[src/rtl/fifo_lane.sv]
// rtl/fifo_lane.sv - single-lane byte FIFO feeding phy_tx, registered read port
// Optional sticky error flags are built when FIFO_ERR_FLAGS_EN is defined.
module fifo_lane #(
  parameter int DATA_W = 8,
  parameter int ADDR_W = 2,
  parameter int AF_TH  = 3,
  parameter int AE_TH  = 1
) (
  input  logic              clk_f,
  input  logic              reset_L,
  input  logic              push,
  input  logic [DATA_W-1:0] data_in,
  input  logic              pop,
  output logic [DATA_W-1:0] data_out,
  output logic              valid_out,
  output logic [ADDR_W:0]   fifo_count,
  output logic              full,
  output logic              empty,
  output logic              almost_full,
  output logic              almost_empty,
  output logic              err_overflow,
  output logic              err_underflow
);

  localparam int DEPTH = 1 << ADDR_W;
  localparam logic [ADDR_W:0] DEPTH_C = (ADDR_W+1)'(DEPTH);
  localparam logic [ADDR_W:0] AF_C    = (ADDR_W+1)'(AF_TH);
  localparam logic [ADDR_W:0] AE_C    = (ADDR_W+1)'(AE_TH);

  logic [DATA_W-1:0] r_mem [DEPTH];
  logic [ADDR_W-1:0] r_wr_ptr;
  logic [ADDR_W-1:0] r_rd_ptr;
  logic [ADDR_W:0]   r_count;
  logic [DATA_W-1:0] r_data_out;
  logic              r_valid_out;

  logic w_full;
  logic w_empty;
  logic w_push_ok;
  logic w_pop_ok;

  // Flags decode the registered count only, so push/pop never reach them combinationally.
  assign w_full    = (r_count == DEPTH_C);
  assign w_empty   = (r_count == '0);
  assign w_push_ok = push && !w_full;
  assign w_pop_ok  = pop && !w_empty;

  assign fifo_count   = r_count;
  assign full         = w_full;
  assign empty        = w_empty;
  assign almost_full  = (r_count >= AF_C);
  assign almost_empty = (r_count <= AE_C);
  assign data_out     = r_data_out;
  assign valid_out    = r_valid_out;

  // Storage is not reset; pointers and count alone define which entries are live.
  always_ff @(posedge clk_f) begin
    if (w_push_ok) begin
      r_mem[r_wr_ptr] <= data_in;
    end
  end

  always_ff @(posedge clk_f or negedge reset_L) begin
    if (!reset_L) begin
      r_wr_ptr    <= '0;
      r_rd_ptr    <= '0;
      r_count     <= '0;
      r_data_out  <= '0;
      r_valid_out <= 1'b0;
    end else begin
      if (w_push_ok) begin
        r_wr_ptr <= r_wr_ptr + ADDR_W'(1);
      end
      if (w_pop_ok) begin
        r_rd_ptr   <= r_rd_ptr + ADDR_W'(1);
        r_data_out <= r_mem[r_rd_ptr];
      end
      r_valid_out <= w_pop_ok;
      case ({w_push_ok, w_pop_ok})
        2'b10:   r_count <= r_count + (ADDR_W+1)'(1);
        2'b01:   r_count <= r_count - (ADDR_W+1)'(1);
        default: r_count <= r_count;
      endcase
    end
  end

`ifdef FIFO_ERR_FLAGS_EN
  logic r_err_overflow;
  logic r_err_underflow;

  always_ff @(posedge clk_f or negedge reset_L) begin
    if (!reset_L) begin
      r_err_overflow  <= 1'b0;
      r_err_underflow <= 1'b0;
    end else begin
      if (push && w_full) begin
        r_err_overflow <= 1'b1;
      end
      if (pop && w_empty) begin
        r_err_underflow <= 1'b1;
      end
    end
  end

  assign err_overflow  = r_err_overflow;
  assign err_underflow = r_err_underflow;
`else
  assign err_overflow  = 1'b0;
  assign err_underflow = 1'b0;
`endif

endmodule

[config.mk]
export PLATFORM = sky130hd
export DESIGN_NAME = fifo_lane
export DESIGN_NICKNAME = d
export VERILOG_FILES = /design/src/rtl/fifo_lane.sv
export SDC_FILE = /design/constraint.sdc
export NUM_CORES = 1
export LEC_CHECK = 0
export ABC_CLOCK_PERIOD_IN_PS = 3720
export CAP_MARGIN = 20
export CORE_ASPECT_RATIO = 0.9
export CORE_UTILIZATION = 35
export CTS_CLUSTER_SIZE = 14
export DETAILED_ROUTE_END_ITERATION = 7
export PLACE_DENSITY = 0.63
export SYNTH_ARGS = -nofsm -noshare
export SYNTH_HDL_FRONTEND = slang
export SYNTH_SLANG_ARGS = --single-unit
[constraint.sdc]
create_clock -name clk_f -period 3.72 [get_ports clk_f]
set_input_delay 0.744 -clock clk_f [delete_from_list [all_inputs] [get_ports clk_f]]
set_output_delay 0.744 -clock clk_f [all_outputs]
set_load 0.02 [all_outputs]
==> impl_metrics.py <==
metrics = {
    "run_status": {
        "outcome": "complete, no violations",
    },
    "die": {
        "die_x_microns": 81.2,
        "core_sq_mm": 0.00535,
        "start_util_pct": 37.0,
        "die_h_microns": 73.3,
        "ios": 30,
        "die_area_sq_mm": 0.00596,
        "rows": 25,
    },
    "power": {
        "vdd_drop_max_uv": 357,
        "p_leak_nw": 0.907,
        "power_mw": 1.97,
        "power_density_mw_per_mm2": 817,
    },
    "placement": {
        "numPortBuffers": 27,
        "gp_congestion": 0.749,
        "dp_hpwl_mm": 2.27,
        "pre_cts_ws_ns": 1.19,
        "dpl_cell_area_sq_mm": 0.00231,
    },
    "yosys": {
        "ys_types": 21,
        "synth_area_leaders": "edfxtp_1, dfrtp_1, mux4_2",
        "syn_avg_cell_area_sq_um": 17.4,
        "yosysTopAreaCellShare_pct": 48.6,
        "ys_seq_elements": 48,
        "netlist_instances": 114,
        "yosys_warnings": 0,
        "yosys.area.top_type": "edfxtp_1",
        "synth_area_sq_mm": 0.00198,
        "ys_seq_area_share_pct": 68.8,
    },
    "critical_path": {
        "critPathLaunchType": "flip-flop",
        "rrSetupSlack_ns": 1.56,
        "setup.worst_path.end_class": "output pin",
        "path_common_cell": "ha_1",
        "ff2ff_path_depth": 8,
        "required_ns": 2.98,
        "worstPathCellList": "ha_1 -> ha_1 -> nor2_1 -> o21ai_0 -> clkdlybuf4s50_1",
        "critPathKind": "flip-flop to output pin",
        "timing.rr.end": "fifo_count[2]",
        "cp_data_arrival_time_ns": 1.86,
        "timing.rr.start": "fifo_count[0]",
        "max_stage_delay_ns": 0.54,
        "cp_slowest_cell": "clkdlybuf4s50_1",
        "path_max_fanout": 5,
    },
    "drt": {
        "dr_total_vias": 990,
        "vias_per_cell": 4.65,
        "drt-pass1-iter-count": 4,
        "drc": 0,
        "routed_wl_mm": 3.28,
        "post_drt_wl_per_cell_microns": 15.4,
        "postRouteAntennaNets": 0,
        "first_iter_violations": 60,
    },
    "timing": {
        "fmax_ghz": 0.384,
        "worstMarginPinSlew_ns": 0.781,
        "slew_viol_final": 0,
        "tns_ns": 0,
        "finalCritPeriodShare_pct": 70.1,
        "slew_headroom_pct": 47.8,
        "finalSetupViolations": 0,
        "setup_slack_ns": 1.11,
        "rsz0062_at_grt": "no",
        "hold_viol": 0,
        "min_period_ns": 2.61,
        "clock-skew-final_ns": 0.00954,
    },
    "clock_tree": {
        "htree_levels": 2,
        "cts_buffers": 5,
        "cts_setup_buffers": 0,
        "cts_resized": 0,
        "clock_latency_ns": 0.29,
        "cts.sinks": 48,
        "ctsHoldBuffers": 0,
        "cts_tree": "yes",
        "clock_path_buffers": 2,
        "clockRootBuffer": "clkbuf_8",
        "clk_pin_slew_ns": 0.09,
    },
    "final_layout": {
        "fillCellCount": 460,
        "final_util_pct": 45.1,
        "fin_area_sq_mm": 0.00241,
        "diodes": 0,
        "area_delta_synth_final_pct": 21.9,
        "nets": 167,
        "multi_input_area_sq_um": 557,
        "drive_gt1_share_pct": 15.1,
        "regArea_sq_mm": 0.00136,
    },
    "worst_hold_path": {
        "hold_depth": 1,
        "min-delay-start": "data_out[0]",
        "hold_path.class": "flip-flop to flip-flop",
        "holdPathEnd": "data_out[0]",
    },
    "global_route": {
        "grt_pass1_vias": 1019,
        "grt_usage_pct": 12.8,
        "grt_max_degree": 17,
        "grt_overflow": 0,
        "grt_pass1_wl_mm": 5.33,
        "antenna_found_initial": 0,
    },
    "run": {
        "max_cap_viol_count": 0,
    },
}
-- final cells by class --
class	instances	share of cell area (%)
Timing Repair Buffer	27	11.2
Tap cell	67	3.48
Sequential cell	48	56.4
Inverter	9	1.40
Clock buffer	5	2.85
Clock inverter	3	1.56
Multi-Input combinational cell	54	23.1
-- per-layer routing --
| metal | share of wire [%] | up-vias | global-route usage, % | routed length (microns) |
|---|---|---|---|---|
| met5 | 0 | - | 0 | 0 |
| met4 | 0.49 | 0 | 3.57 | 16 |
| met3 | 2.9 | 2 | 3.73 | 96 |
| met2 | 48 | 19 | 20.2 | 1580 |
| met1 | 48 | 501 | 17.4 | 1590 |
| li1 | - | 468 | - | - |
-- state kept, by name, indices dropped and copies added (netlist names) --
register	count
r_mem	32
data_out	8
fifo_count	3
r_rd_ptr	2
r_wr_ptr	2
valid_out	1
-- synthesized netlist by cell type --
cell and instances:
conb_1 1, mux2_2 8, nand2_1 3, o21ai_0 3
a21boi_1 1, inv_1 9, mux4_2 8, and2_1 5
buf_6 1, dfrtp_1 16, o22ai_1 1, a31oi_1 1
nor2_1 3, buf_4 2, xnor2_1 5, a21oi_1 2
nand3_1 1, edfxtp_1 32, nand2b_1 1, ha_1 10
clkbuf_1 1
-- per-stage QoR --
| stage | hold WS, ns | instances |
|---|---|---|
| final | 0.508 | 213 |
| after global routing | 0.538 | 213 |
| after CTS | 0.516 | 213 |
| after detailed placement | 0.497 | 205 |
| after global placement | 0.489 | 205 |
| after floorplan | 0.448 | 115 |
-- kinds of logic (layout without fill, tap and decap cells) --
logic type      after synthesis  after routing  synth area share, %
xor+xnor                      5              5                 2.21
flops                        48             48                 68.8
mux                          16             16                 13.7
compound gates                8              8                 2.28
buf+inv                      13             44                 3.23
simple gates                 13             13                 3.29
fa+ha+maj                    10             10                 6.33
other cells                   1              2                0.190
-- where the power goes --
part           internal, mW  leakage, nW  total [mW]  switching, mW
Sequential            0.736        0.483       0.856          0.120
Combinational         0.399        0.371       0.754          0.354
Clock                 0.196       0.0532       0.362          0.166
-- critical path: cells and delay by family, from the launching register on --
| kind | cells | cell delay, ns |
|---|---|---|
| buffers and inverters | 1 | 0.54 |
| flip-flops | 1 | 0.45 |
| adder cells (fa/ha/maj) | 2 | 0.40 |
| AND/OR/NAND/NOR | 1 | 0.09 |
| AO/OA/AOI/OAI | 1 | 0.09 |
-- placed cells by master (no fill, tap or decap) --
cell type,synthesis,layout
xnor2_1,5,5
nand2_1,3,3
conb_1,1,2
ha_1,10,10
edfxtp_1,32,32
nand3_1,1,1
inv_1,9,9
nand2b_1,1,1
clkbuf_8,0,5
mux2_2,8,8
clkdlybuf4s50_1,0,27
nor2_1,3,3
and2_1,5,5
dfrtp_1,16,16
mux4_2,8,8
bufinv_16,0,1
o22ai_1,1,1
a31oi_1,1,1
a21boi_1,1,1
o21ai_0,3,3
clkinv_1,0,2
a21oi_1,2,2
-- worst max-delay path by stage --
| stage | startpoint | end | slack [ns] | cells past startpoint |
|---|---|---|---|---|
| after floorplan | fifo_count[0] | fifo_count[2] | 1.79 | 7 |
| after global placement | push | fifo_count[2] | 1.27 | 6 |
| after detailed placement | push | r_mem[1][6] | 1.19 | 3 |
| after CTS | fifo_count[1] | empty | 1.10 | 5 |
| after global routing | fifo_count[0] | empty | 0.96 | 5 |
| final | fifo_count[0] | almost_full | 1.11 | 5 |
(Power assumes the default switching activity.)
